**config.mk**
```make
export PLATFORM = sky130hd
export DESIGN_NAME = uart_tx_port
export DESIGN_NICKNAME = d
export VERILOG_FILES = /design/src/rtl/io_uart_pkg.sv /design/src/rtl/uart_tx_fifo.sv /design/src/rtl/uart_tx_port.sv
export SDC_FILE = /design/constraint.sdc
export NUM_CORES = 1
export LEC_CHECK = 0
export BUFFER_PORTS_ARGS = -buffer_cell sky130_fd_sc_hd__buf_2
export CELL_PAD_IN_SITES_DETAIL_PLACEMENT = 0
export CELL_PAD_IN_SITES_GLOBAL_PLACEMENT = 2
export CORE_ASPECT_RATIO = 0.5
export CORE_UTILIZATION = 39
export DETAILED_ROUTE_END_ITERATION = 8
export HOLD_SLACK_MARGIN = 0.05
export PLACE_DENSITY_LB_ADDON = 0.1
export SLEW_MARGIN = 30
export SYNTH_ARGS = -nofsm -noshare
export SYNTH_HDL_FRONTEND = slang
export SYNTH_SLANG_ARGS = --single-unit
```
**constraint.sdc**
```tcl
create_clock -name iCpuClock -period 2.8 [get_ports iCpuClock]
set_input_delay 0.56 -clock iCpuClock [delete_from_list [all_inputs] [get_ports iCpuClock]]
set_output_delay 0.56 -clock iCpuClock [all_outputs]
set_load 0.05 [all_outputs]
```
**src/rtl/io_uart_pkg.sv**
```systemverilog
// Shared definitions for the IoManager UART transmit port: FSM states,
// status-word bit positions and default line rate.
package io_uart_pkg;

    typedef enum logic [1:0] {
        IDLE,
        START,
        DATA,
        STOP
    } tx_state_t;

    localparam int BUSY_BIT  = 0;
    localparam int FULL_BIT  = 1;
    localparam int OVF_BIT   = 2;
    localparam int COUNT_LSB = 8;

    localparam int DEFAULT_BAUD   = 128000;
    localparam int DEFAULT_CLK_HZ = 23000000;

endpackage

```
**src/rtl/uart_tx_fifo.sv**
```systemverilog
// Synchronous byte FIFO for the UART transmitter. A push while full is
// accepted only when a pop frees a slot at the same edge.
module uart_tx_fifo #(
    parameter  int DATA_W = 8,
    parameter  int DEPTH  = 8,
    localparam int AW     = $clog2(DEPTH),
    localparam int CW     = AW + 1
) (
    input  logic              i_clk,
    input  logic              i_reset,
    input  logic              i_push,
    input  logic [DATA_W-1:0] i_data,
    input  logic              i_pop,
    output logic [DATA_W-1:0] o_data,
    output logic              o_full,
    output logic              o_empty,
    output logic [CW-1:0]     o_count
);

    logic [DATA_W-1:0] r_mem [DEPTH];
    logic [AW-1:0]     r_wr_ptr;
    logic [AW-1:0]     r_rd_ptr;
    logic [CW-1:0]     r_count;
    logic              w_push_ok;
    logic              w_pop_ok;

    assign o_full    = (r_count == CW'(DEPTH));
    assign o_empty   = (r_count == '0);
    assign o_count   = r_count;
    assign o_data    = r_mem[r_rd_ptr];
    assign w_pop_ok  = i_pop && !o_empty;
    assign w_push_ok = i_push && (!o_full || w_pop_ok);

    // Pointers wrap naturally since DEPTH is a power of two.
    always_ff @(posedge i_clk) begin
        if (i_reset) begin
            r_wr_ptr <= '0;
            r_rd_ptr <= '0;
            r_count  <= '0;
        end else begin
            if (w_push_ok) r_wr_ptr <= r_wr_ptr + AW'(1);
            if (w_pop_ok)  r_rd_ptr <= r_rd_ptr + AW'(1);
            r_count <= r_count + CW'(w_push_ok) - CW'(w_pop_ok);
        end
    end

    always_ff @(posedge i_clk) begin
        if (w_push_ok) r_mem[r_wr_ptr] <= i_data;
    end

endmodule

```
**src/rtl/uart_tx_port.sv**
```systemverilog
// Memory-mapped 8N1 UART transmitter towards the PC: CPU writes are queued
// in a FIFO and shifted out LSB first; a status word exposes busy/full/overflow.
module uart_tx_port
    import io_uart_pkg::*;
#(
    parameter  int CLK_HZ     = DEFAULT_CLK_HZ,
    parameter  int BAUD       = DEFAULT_BAUD,
    parameter  int FIFO_DEPTH = 8,
    localparam int DIV        = CLK_HZ / BAUD,
    localparam int BW         = (DIV > 1) ? $clog2(DIV) : 1,
    localparam int CW         = $clog2(FIFO_DEPTH) + 1
) (
    input  logic        iCpuClock,
    input  logic        iCpuReset,
    input  logic        iDoTxWrite,
    input  logic [7:0]  iTxData,
    input  logic        iDoStatusRead,
    output logic [15:0] oTxStatus,
    output logic        oUartTx
);

    localparam logic [BW-1:0] BAUD_LAST = BW'(DIV - 1);

    tx_state_t   r_state, w_state_n;
    logic [BW-1:0] r_baud, w_baud_n;
    logic [2:0]  r_bit, w_bit_n;
    logic [7:0]  r_shift, w_shift_n;
    logic        r_tx, w_tx_n;
    logic        r_ovf;
    logic        w_pop;
    logic        w_full;
    logic        w_empty;
    logic [7:0]  w_head;
    logic [CW-1:0] w_count;
    logic        w_baud_last;
    logic        w_drop;

    uart_tx_fifo #(
        .DATA_W (8),
        .DEPTH  (FIFO_DEPTH)
    ) u_fifo (
        .i_clk   (iCpuClock),
        .i_reset (iCpuReset),
        .i_push  (iDoTxWrite),
        .i_data  (iTxData),
        .i_pop   (w_pop),
        .o_data  (w_head),
        .o_full  (w_full),
        .o_empty (w_empty),
        .o_count (w_count)
    );

    assign w_baud_last = (r_baud == BAUD_LAST);
    assign w_drop      = iDoTxWrite && w_full && !w_pop;

    always_comb begin
        w_state_n = r_state;
        w_baud_n  = r_baud;
        w_bit_n   = r_bit;
        w_shift_n = r_shift;
        w_pop     = 1'b0;
        case (r_state)
            IDLE: begin
                if (!w_empty) begin
                    w_pop     = 1'b1;
                    w_shift_n = w_head;
                    w_baud_n  = '0;
                    w_state_n = START;
                end
            end
            START: begin
                w_baud_n = r_baud + BW'(1);
                if (w_baud_last) begin
                    w_baud_n  = '0;
                    w_bit_n   = 3'd0;
                    w_state_n = DATA;
                end
            end
            DATA: begin
                w_baud_n = r_baud + BW'(1);
                if (w_baud_last) begin
                    w_baud_n  = '0;
                    w_shift_n = r_shift >> 1;
                    w_bit_n   = r_bit + 3'd1;
                    if (r_bit == 3'd7) w_state_n = STOP;
                end
            end
            STOP: begin
                w_baud_n = r_baud + BW'(1);
                // Chain straight into the next frame so queued bytes leave gap-free.
                if (w_baud_last) begin
                    w_baud_n = '0;
                    if (!w_empty) begin
                        w_pop     = 1'b1;
                        w_shift_n = w_head;
                        w_state_n = START;
                    end else begin
                        w_state_n = IDLE;
                    end
                end
            end
            default: w_state_n = IDLE;
        endcase

        case (w_state_n)
            START:   w_tx_n = 1'b0;
            DATA:    w_tx_n = w_shift_n[0];
            default: w_tx_n = 1'b1;
        endcase
    end

    // Line driven from a flop so the pin never glitches on state changes.
    always_ff @(posedge iCpuClock) begin
        if (iCpuReset) begin
            r_state <= IDLE;
            r_baud  <= '0;
            r_bit   <= '0;
            r_tx    <= 1'b1;
            r_ovf   <= 1'b0;
        end else begin
            r_state <= w_state_n;
            r_baud  <= w_baud_n;
            r_bit   <= w_bit_n;
            r_tx    <= w_tx_n;
            if (w_drop)             r_ovf <= 1'b1;
            else if (iDoStatusRead) r_ovf <= 1'b0;
        end
    end

    always_ff @(posedge iCpuClock) begin
        r_shift <= w_shift_n;
    end

    always_comb begin
        oTxStatus                     = '0;
        oTxStatus[BUSY_BIT]           = (r_state != IDLE) || !w_empty;
        oTxStatus[FULL_BIT]           = w_full;
        oTxStatus[OVF_BIT]            = r_ovf;
        oTxStatus[COUNT_LSB +: CW]    = w_count;
    end

    assign oUartTx = r_tx;

endmodule

```
### Yosys cells after proc, flatten, opt, wreduce, memory -nomap -nowiden

Memories as Yosys holds them, arrays and structs flattened. A register that Yosys moved wholly into a read port is not among the register bits.
Index checks and enable logic that the tools add are counted.

* flip-flop bits (word level): 33
* bits in writable memories: 64
* input bits: 12
* output and inout bits: 17
* memories kept: 1

Memory list
* u_fifo.r_mem: words 8, width 8, rd ports 1, clocked after memory_dff 1, wr ports 1, line uart_tx_fifo.sv:20 `logic [DATA_W-1:0] r_mem [DEPTH];`

* add/sub/neg operators: 6
* eq/ne operators: 12
* multiplexer cells: 27
* reductions and logical operators: 18

Operators by type and width (number)
* 8-bit 2-to-1 mux: 5
* 8-bit case mux with 3 select lines: 1
* 8-bit case mux with 2 select lines: 1
* 3-bit 2-to-1 mux: 4
* 2-bit 2-to-1 mux: 5
* 3-bit by 1-bit adder with 3-bit output (second input constant): 3
* 8-bit by 1-bit adder with 8-bit output (second input constant): 1
* 8-bit equality test (second input constant): 1
* 2-bit inequality test (second input constant): 4
* 2-bit case mux with 4 select lines: 1
* 1-bit 2-to-1 mux: 7
* 2-bit equality test (second input constant): 3
* 3-bit case mux with 2 select lines: 1
* 3-bit AND reduction: 2
* 2-bit nonzero test: 3
* 4-bit by 1-bit adder with 4-bit output: 1
* 2-bit by 1-bit equality test with 1-bit output (second input constant): 2
* 4-bit equality test (second input constant): 1
* 1-bit logical AND: 4
* 4-bit logical NOT: 1
* 1-bit case mux with 2 select lines: 2
* 4-bit by 1-bit subtractor with 4-bit output: 1
* 3-bit equality test (second input constant): 1
* 1-bit logical NOT: 3
* 4 further kinds: 5

### Logic depth before layout (Yosys ltp)

Gate-level depths: netlist (run 1).

* depth after elaboration: 9
* mapped depth: 13
* depth with buffers taken out: 12

### By module

Synthesis (run 1) repeated with hierarchy kept, for this count alone.

* cell total of the unflattened synthesis: 344
* area, all modules: 4626.9 µm²

Modules (own cells, without submodules)
* uart_tx_fifo: times used 1, cells an instance 186, area an instance 3188.1 µm², sequential area each 2182.1 µm²
* uart_tx_port: times used 1, cells an instance 158, area an instance 1438.9 µm², sequential area each 530.5 µm²

### Worst setup path before layout (run 1)

No wires, ideal clock.

* kind: register to register
* start point: reg u_fifo.r_count[2], in the netlist u_fifo.o_count[2]
* end point: mem u_fifo.r_mem[4][0], enable pin
* library setup time: 0.395 ns
* arrival: 2.613 ns
* data required time: 2.405 ns
* setup slack: -0.208 ns
* stages on the path, launching flop included: 8
* path buffers: 1
* cell sequence: dfxtp_1 inv_1 ha_1 nor3b_2 nor4_4 o21ai_2 buf_2 nor4_1

* cells in the longest elaborated chain, start to end: 9
* elaborated cells between the ends (all ways): 12
* classes of those cells: eq/ne (1); mux (5); reduce/logical (6)

Ends and longest elaborated chain
* start, declared: line uart_tx_fifo.sv:23 `logic [CW-1:0] r_count;`
* start signal, assigned: line uart_tx_fifo.sv:43 `r_count <= r_count + CW'(w_push_ok) - CW'(w_pop_ok);`
* 4-bit logical NOT: line uart_tx_fifo.sv:28 `assign o_empty = (r_count == '0);`
* 1-bit 2-to-1 mux: line uart_tx_port.sv:64, uart_tx_port.sv:93
* 1-bit 2-to-1 mux: line uart_tx_port.sv:91 `if (w_baud_last) begin`
* 1-bit case mux with 2 select lines: line uart_tx_port.sv:62 `case (r_state)`
* 1-bit logical AND: line uart_tx_fifo.sv:31 `assign w_pop_ok = i_pop && !o_empty;`
* 1-bit logical OR *: line uart_tx_fifo.sv:32 `assign w_push_ok = i_push && (!o_full || w_pop_ok);`
* 1-bit logical AND *: line uart_tx_fifo.sv:32
* 1-bit 2-to-1 mux *: line uart_tx_fifo.sv:48 `if (w_push_ok) r_mem[r_wr_ptr] <= i_data;`
* 1-bit 2-to-1 mux (implied by the code) *: line uart_tx_fifo.sv:48
* end, declared: line uart_tx_fifo.sv:20

Every way passes the cells marked *; elsewhere a longest branch is shown, timed or not.

### Worst setup path in the final report (run 1)

* start point: reg r_state[1]
* end point: reg u_fifo.r_count[2], in the netlist u_fifo.o_count[2]

* cells in the longest elaborated chain, start to end: 7
* elaborated cells between the ends (all ways): 8
* classes of those cells: add/sub (2); eq/ne (1); mux (1); reduce/logical (4)

Ends and longest elaborated chain
* start, declared: line uart_tx_port.sv:24 `tx_state_t r_state, w_state_n;`
* start signal, assigned: line uart_tx_port.sv:121 `r_state <= w_state_n;`
* 2-bit equality test / 2-bit logical NOT (equally long branches): line uart_tx_port.sv:62
* 1-bit case mux with 2 select lines *: line uart_tx_port.sv:62
* 1-bit logical AND *: line uart_tx_fifo.sv:31
* 1-bit logical OR: line uart_tx_fifo.sv:32
* 1-bit logical AND: line uart_tx_fifo.sv:32
* 4-bit by 1-bit adder with 4-bit output: line uart_tx_fifo.sv:43
* 4-bit by 1-bit subtractor with 4-bit output *: line uart_tx_fifo.sv:43

Marks and branches as above.
A chain may end at the register's enable or synchronous reset.

==> results.cfg, run 1 <==
[cells_and_area]
fill_cells = 998
register_area_sq_um = 2710
multiInputGateArea_sq_um = 1580
area_growth_pct = 12.9
final_cell_mix = 71 x edfxtp_1, 33 x nor2_1, 28 x dfxtp_1
final_core_utilization_pct = 45.6
finalNonFillerCells = 505
drive_gt1_share_pct = 21.4
n_antenna_cell = 0
nets = 384
final_common_cell = edfxtp_1

[detailed_routing]
drtPass1Iterations = 4
drt_iter0_markers = 102
finalWirelength_um = 8390
ant_nets = 0
drc = 0
viasPerCell = 5.10
vias = 2577
wire_per_inst_um = 16.6

[grt]
grtUsageTotal_pct = 15.4
grt_pass1_vias = 2521
globalRouteOverflowTotal = 0
antenna_found_initial = 0
grt_pass1_wl_um = 13600
grt_max_degree = 25

[worst_setup_path]
cp.arrival_ns = 2.80
worst-path-max-fanout = 7
r2r-start = r_state[1]$_SDFF_PP0_
r2r_cells = 10
critPathLaunchType = register
worst_r2r_endpoint = u_fifo.o_count[2]$_SDFF_PP0_
crit_type = reg2reg
required_ns = 3.00
critPathCapture = u_fifo.o_count[2]$_SDFF_PP0_
end_kind = register
r2r_slack_ns = 0.21
worstSetupStartpoint = r_state[1]$_SDFF_PP0_

[sta]
period_share_pct = 92.6
min_period_ns = 2.59
finalWorstSetupSlack_ns = 0.208
rsz0062_at_grt = false
fmax_mhz = 386
slew_headroom_pct = 56.3
worst_clock_skew_ns = 0.00915
setup_viol = 0
hold_violations = 0
tightestPinTransition_ns = 0.650
timing.hold.ws_ns = 0.488
slew_violations = 0

[clock_network]
clock_latency_ns = 0.34
post_cts_buffers = 0
path_clk_slew_ns = 0.07
htreeDepth = 3
clockBufferDepth = 2
cts_buffers = 9
cts_tree = yes
clockRootBuffer = clkbuf_16
cts.sinks = 100

[place]
port_buffers = 19
gp_congestion = 0.809
place_ws_ns = 0.149
dp_hpwl_um = 5640
placedCellCount = 489

[yosys]
synth_edf_count = 71
synth-seq-cells = 100
yosysWarnings = 0
netlist_area_sq_um = 4480
ys_types = 55
seq_area_frac_synth_pct = 60.6
async_flop_share_pct = 0
synthCells = 326
syn_avg_cell_area_sq_um = 13.7
synth_flop_cell = edfxtp_1

[flow_run]
cap_violations = 0

[power]
leakage_uw = 0.00183
power.density_nw_per_um2 = 914
power_uw = 4620
irDropWorstVdd_v = 0.000302

[floorplanning]
initial_core_util_pct = 40.4
num_rows = 27
die_height_um = 77.8
core-area_sq_um = 11100
io_pins = 29
die_area_sq_um = 11900
fp.dieW_um = 154

[outcome]
run_status = finished clean

[min_path]
hp-class = in2reg
==> power by group <==
part / internal (uW) / leakage (uW) / total (uW) / switching (uW)
sequential: 1810 / 0.000893 / 1930 / 119
combinational: 599 / 0.000796 / 1500 / 902
clock: 623 / 0.000141 / 1190 / 568
total: 3030 / 0.00183 / 4620 / 1590
==> how the worst min path moves through the flow <==
stage,start,to,slack (ns),depth (start not counted)
after floorplan,r_bit[0]$_SDFFE_PP0P_,r_bit[0]$_SDFFE_PP0P_,0.44,1
after global placement,r_bit[0]$_SDFFE_PP0P_,r_bit[0]$_SDFFE_PP0P_,0.46,1
after detailed placement,r_bit[0]$_SDFFE_PP0P_,r_bit[0]$_SDFFE_PP0P_,0.48,1
after CTS,iTxData[7],u_fifo.r_mem[7][7]$_DFFE_PP_,0.47,1
after global routing,iTxData[2],u_fifo.r_mem[2][2]$_DFFE_PP_,0.48,1
final,iTxData[7],u_fifo.r_mem[7][7]$_DFFE_PP_,0.49,1
==> critical path, cell delays in order, from the launching register on <==
cell and delay, ns:
dfxtp_1 0.45, inv_1 0.14, ha_1 0.33, or3_4 0.44, or2_1 0.26, nand2_1 0.07, ha_1 0.16, inv_1 0.06
fa_1 0.38, xor2_1 0.14, nor2_1 0.05
==> cell usage after synthesis, drive strengths merged, types with 2 or more instances <==
master   count  area share [%]
a2111oi      2            0.39
a211oi       2            0.45
a21oi       14             1.6
a22o         7             1.4
a32oi        3            0.59
and3         2            0.28
and4b        2            0.45
buf         20             2.9
clkbuf       6            0.50
dfxtp       29              13
edfxtp      71              48
ha          16             4.5
inv         18             1.5
mux2i       10             2.2
mux4        15             7.5
nand2        7            0.59
nand2b       4            0.56
nand3        5            0.56
nand4        3            0.42
nor2        34             2.9
nor2b        3            0.42
nor3         3            0.34
nor3b        3            0.61
nor4         7             1.3
o21ai        7            0.87
or2          2            0.28
or3          2            0.28
or3b         2            0.45
xnor2        3            0.59
xor2         8             1.6
==> flip-flops by register name (all words and copies together) (netlist names), named ones only <==
signal,count
oUartTx,1
r_baud,8
r_bit,3
r_ovf,1
r_shift,8
r_state,2
u_fifo.o_count,4
u_fifo.r_mem,64
u_fifo.r_rd_ptr,3
u_fifo.r_wr_ptr,3
==> logic make-up after synthesis <==
group,after synthesis,synth area share [%]
compound gates,45,7.04
fa+ha+maj,17,4.92
flops,100,60.6
other cells,1,0.0838
mux,25,9.78
simple gates,83,10.5
xor+xnor,11,2.15
buf+inv,44,4.95
==> cell type report <==
type / count / area share (%)
clock buffers: 9 / 4.46
multi-input cells: 190 / 31.2
flip-flops and latches: 100 / 53.7
repair buffers: 36 / 4.41
inverters: 18 / 1.34
clock inverters: 7 / 1.31
well taps: 145 / 3.59
==> through the flow <==
| step | cell area, sq um | setup TNS, ns |
|---|---|---|
| after floorplan | 4510 | -4.21 |
| after global placement | 4760 | 0 |
| after detailed placement | 4760 | 0 |
| after CTS | 5050 | 0 |
| after global routing | 5050 | 0 |
| final | 5050 | 0 |
==> per-layer routing <==
metal	wire [um]	vias up	global-route usage, %
met2	3870	46	25.1
met3	329	8	4.41
met5	0	-	0
met1	4130	1262	20.0
met4	57	0	4.30
li1	-	1261	-
==> what timing repair did <==
action,CTS,global route
endpoints found under the setup margin,0,1
hold buffers,0,0
gates resized for setup,0,1
Power figures use the tool's default switching activity.
==> run 2: changes to the inputs <==
- CORE_MARGIN: default -> 2
- CORE_UTILIZATION: 39 -> 46
- GPL_ROUTABILITY_DRIVEN: default -> 0
- clock period: 2.8 -> 3.3 ns (I/O delays scaled with it)
==> run 2 against run 1 <==
Net effect: sequential power decreased by 14%; routed wire length up 0.91%; core utilization rose by 7.1 points; cell count is 3.2% lower.
==> results.cfg, run 2 (synthesized netlist as in run 1, its figures left out) <==
[outcome]
run_status = finished clean

[detailed_routing]
wire_per_inst_um = 17.3
ant_nets = 0
drtPass1Iterations = 5
viasPerCell = 5.27
drt_iter0_markers = 157
drc = 0
vias = 2577
finalWirelength_um = 8470

[clock_network]
htreeDepth = 3
clockBufferDepth = 2
post_cts_buffers = 0
cts.sinks = 100
clock_latency_ns = 0.34
cts_buffers = 9
cts-hold-fix-buffers = 0
clockRootBuffer = clkbuf_16
path_clk_slew_ns = 0.06
cts_tree = yes
cts-resized-gates = 0

[power]
pwr-share-clk_pct = 25.6
p_sw_uw = 1330
p_int_uw = 2540
p_comb_share_pct = 31.4
irDropWorstVdd_v = 0.000263
power_uw = 3870
netSwitchingFraction_pct = 34.4
leakage_uw = 0.00178
power_frac_seq_pct = 43.0
power.density_nw_per_um2 = 777

[grt]
globalRouteOverflowTotal = 0
grtUsageTotal_pct = 17.5
grt_pass1_vias = 2556
grt_pass1_wl_um = 13400
grt_max_degree = 25
antenna_found_initial = 0

[worst_setup_path]
cp.arrival_ns = 2.88
crit_top_cell = ha_1
required_ns = 3.51
critPathLaunchType = register
crit_type = reg2reg
worst-path-max-fanout = 5
end_kind = register
path_cells = ha_1 > and4b_1 > a31oi_1 > or3_1 > or2_1 > nand2_1 > ha_1 > inv_1 > fa_1 > xor2_1 > nor2_1
max_stage_delay_ns = 0.44
critPathSlowestCell = or3_1

[cells_and_area]
n_antenna_cell = 0
finalNonFillerCells = 489
drive_gt1_share_pct = 18.9
final_common_cell = edfxtp_1
regMostFlops = u_fifo.r_mem
largest_reg_flops = 64
nets = 378
final_cell_mix = 71 x edfxtp_1, 33 x nor2_1, 29 x dfxtp_1
area_growth_pct = 11.2
fill_cells = 841
reg.largest.list = u_fifo.r_mem x64, r_baud x8, r_shift x8

[floorplanning]
core-area_sq_um = 9450
die_height_um = 73.8
num_rows = 25
die_area_sq_um = 10600
io_pins = 29
initial_core_util_pct = 47.4
fp.dieW_um = 144

[sta]
worst_clock_skew_ns = 0.0110
setup_viol = 0
slew_violations = 0
slew_headroom_pct = 43.0
fmax_mhz = 374
finalWorstSetupSlack_ns = 0.628
min_period_ns = 2.67
period_share_pct = 81.0
timing.hold.ws_ns = 0.491
hold_violations = 0
rsz0062_at_grt = false
fin_tns_setup_ns = 0
tightestPinTransition_ns = 0.854

[place]
port_buffers = 19
placedCellCount = 473
dp_hpwl_um = 5560
place_ws_ns = 0.626

[flow_run]
cap_violations = 0

[min_path]
hp-class = reg2reg
-- run 2: changes by cell type in the layout (fill, tap and decap cells not counted) --
cell | before | now
inv_6 | 2 | 1
clkinv_2 | 1 | 0
or3_4 | 1 | 0
clkinvlp_4 | 1 | 2
buf_4 | 17 | 11
dfxtp_1 | 28 | 29
dfxtp_2 | 1 | 0
clkinv_8 | 1 | 0
or3_1 | 1 | 2
clkbuf_1 | 0 | 2
-- run 2: final cells by class --
| cell class | instances | area [sq um] | share of cell area, % |
|---|---|---|---|
| sequential | 100 | 2710 | 54.5 |
| multi-input combinational | 190 | 1570 | 31.6 |
| clock buffer | 11 | 233 | 4.68 |
| clock inverter | 5 | 43.8 | 0.880 |
| tap | 135 | 169 | 3.39 |
| timing repair buffer | 30 | 178 | 3.57 |
| inverter | 18 | 67.6 | 1.36 |
-- run 2: layer usage --
| metal | share of wire [%] | GRT usage (%) | vias up |
|---|---|---|---|
| met5 | 0 | 0 | - |
| met4 | 0.68 | 4.25 | 0 |
| met3 | 4.3 | 5.35 | 6 |
| met2 | 45 | 28.1 | 43 |
| met1 | 50 | 23.8 | 1286 |
| li1 | - | - | 1242 |
-- run 2: worst paths after layout --
path	slack, ns	start	end	cells after the start
worst max-delay path	0.63	r_baud[1]$_SDFFE_PP0P_	u_fifo.o_count[2]$_SDFF_PP0_	11
worst min-delay path	0.49	r_bit[0]$_SDFFE_PP0P_	r_bit[0]$_SDFFE_PP0P_	1
worst max register to register	0.63	r_baud[1]$_SDFFE_PP0P_	u_fifo.o_count[2]$_SDFF_PP0_	11
worst min register to register	0.49	r_bit[0]$_SDFFE_PP0P_	r_bit[0]$_SDFFE_PP0P_	1
-- run 2: power by group through the flow --
stage	registers [uW]	logic, uW	clock network [uW]
after floorplan	1710	917	0
after global placement	1680	1200	0
after detailed placement	1690	1220	0
after CTS	1660	1230	1010
after global routing	1690	1350	1080
final	1660	1220	990
-- run 2: critical path: cells and delay by family (launching register included) --
kind	cells	cell delay, ns
and+or+nand+nor	5	1.07
adders and majority gates	3	0.72
DFF	1	0.40
AOI/OAI and AO/OA	1	0.16
xor gates and xnor gates	1	0.13
buffers and inverters	1	0.06
-- run 2: through the flow --
| step | area [sq um] | utilization [%] |
|---|---|---|
| floorplan | 4510 | - |
| global placement | 4700 | 49.7 |
| detailed placement | 4700 | 49.7 |
| CTS | 4980 | 52.7 |
| global route | 4980 | 52.7 |
| finish | 4980 | 52.7 |
==> run 3: changes to the inputs <==
- CORE_UTILIZATION: 46 -> 39
- clock period: 3.3 -> 2.15 ns (I/O delays scaled with it)
==> run 3 against run 2 <==
Net effect: the flow now finishes with violations (negative setup slack); clock-buffer cell count shrank 2; largest power group unchanged; clock power grew 70%; setup slack lost 0.85 ns; fmax grew 13%; cell count grew 9.2%; sequential share of layout area shrank 6.0 points; design area grew 13%; sequential power grew 52%; largest cell class unchanged; global-route usage shrank 1.9 points; first-iteration DRC count shrank 28%; critical path depth is the same; combinational power grew 100%.
==> results.cfg, run 3 (synthesized netlist as in run 1, its figures left out) <==
[detailed_routing]
wire_per_inst_um = 16.7
vias = 2725
drc = 0
drtPass1Iterations = 4
ant_nets = 0
viasPerCell = 5.10
finalWirelength_um = 8900
drt_iter0_markers = 113

[sta]
fin_tns_setup_ns = -0.748
rsz0062_at_grt = true
period_share_pct = 110
worst_clock_skew_ns = 0.0142
min_period_ns = 2.37
slew_violations = 0
finalWorstSetupSlack_ns = -0.219
hold_violations = 0
slew_headroom_pct = 63.3
tightestPinTransition_ns = 0.549
fmax_mhz = 422
setup_viol = 15

[clock_network]
cts.sinks = 100
clock_latency_ns = 0.36
clockRootBuffer = clkbuf_16
htreeDepth = 3
cts-hold-fix-buffers = 0
path_clk_slew_ns = 0.08
cts_tree = yes
clockBufferDepth = 2
cts_buffers = 9

[worst_setup_path]
crit_type = reg2reg
required_ns = 2.38
critPathTopFamily = simple AND/OR/NAND/NOR gates
critPathLaunchType = register
end_kind = register
path_cells = inv_2 > ha_4 > and4b_2 > a31oi_4 > or3_4 > or2_4 > nand2_2 > ha_4 > inv_2 > fa_2 > nor2_1
r2r-start = r_baud[0]$_SDFFE_PP0P_
cp.arrival_ns = 2.60
cp_num_buf_inv = 2
worst-path-max-fanout = 3
critPathSlowestCell = fa_2
worstSetupStartpoint = r_baud[0]$_SDFFE_PP0P_
max_stage_delay_ns = 0.50

[power]
leakage_uw = 0.00205
power.density_nw_per_um2 = 1190
p_comb_share_pct = 36.8
netSwitchingFraction_pct = 34.9
p_sw_uw = 2330
power_frac_seq_pct = 37.9
pwr-share-clk_pct = 25.2
irDropWorstVdd_v = 0.000503
p_int_uw = 4350

[min_path]
hp-class = in2reg
hp-start = iTxData[3]

[cells_and_area]
fill_cells = 948
regMostFlops = u_fifo.r_mem
largest_reg_flops = 64
final_common_cell = edfxtp_1
final_cell_mix = 71 x edfxtp_1, 35 x buf_4, 32 x nor2_1
drive_gt1_share_pct = 36.8
finalNonFillerCells = 534
n_antenna_cell = 0
area_growth_pct = 25.7
reg.largest.list = u_fifo.r_mem x64, r_baud x8, r_shift x8
nets = 413
final_area_sq_um = 5630

[floorplanning]
initial_core_util_pct = 40.4
io_pins = 29
die_area_sq_um = 12400
num_rows = 27
core-area_sq_um = 11100
die_height_um = 79.8
fp.dieW_um = 156

[grt]
grt_pass1_wl_um = 14400
grtUsageTotal_pct = 15.6
grt_pass1_vias = 2773
use_met3_pct = 4.23
busiest_layer = met2
grt_max_degree = 25
grt_use_met1_pct = 19.7
globalRouteOverflowTotal = 0
antenna_found_initial = 0
met2_usage_pct = 26.7

[place]
port_buffers = 19
placedCellCount = 515
dp_hpwl_um = 6090
placed_area_sq_um = 5160

[outcome]
run_status = finished, violations left
violations = negative setup slack

[flow_run]
cap_violations = 0
[run 3: through the flow]
stage / util, % / setup slack [ns] / hold WS (ns) / total power [uW]
floorplan: - / -0.320 / 0.445 / 4200
global placement: 46.6 / -0.234 / 0.460 / 4880
finish: 50.8 / -0.219 / 0.333 / 6680
detailed placement: 46.6 / -0.307 / 0.482 / 4900
global route: 50.8 / -0.296 / 0.338 / 7100
CTS: 50.1 / -0.275 / 0.328 / 6680
[run 3: final timing paths]
| path | end | slack (ns) | depth (start not counted) |
|---|---|---|---|
| setup / recovery | u_fifo.o_count[1]$_SDFF_PP0_ | -0.22 | 11 |
| hold / removal | u_fifo.r_mem[3][3]$_DFFE_PP_ | 0.33 | 1 |
| setup reg to reg | u_fifo.o_count[1]$_SDFF_PP0_ | -0.22 | 11 |
| hold reg to reg | r_ovf$_SDFFE_PP0P_ | 0.49 | 2 |
[run 3: what timing repair did]
item	CTS	global route
gates cloned	1	0
setup buffers	0	3
hold endpoints to repair	0	0
setup endpoints to repair	21	71
pin swaps	5	3
gates resized for setup	12	19
[run 3: routing by layer]
layer	part of all wire (%)	wire [um]
met1	48	4280
met2	48	4250
met3	3.3	298
met4	0.79	70
met5	0	0
[run 3: power groups by stage]
stage | clock network (uW) | registers [uW] | logic, uW
floorplan | 0 | 2660 | 1530
global placement | 0 | 2560 | 2310
detailed placement | 0 | 2570 | 2330
CTS | 1740 | 2530 | 2400
finish | 1680 | 2530 | 2460
global route | 1810 | 2570 | 2720
[run 3: cell type report]
cell class / instances / area [sq um] / area share (%)
timing repair buffer: 65 / 546 / 9.69
sequential: 100 / 2730 / 48.5
clock buffer: 9 / 225 / 4.00
clock inverter: 7 / 93.8 / 1.67
inverter: 18 / 72.6 / 1.29
tap: 145 / 181 / 3.22
multi-input combinational: 190 / 1780 / 31.6
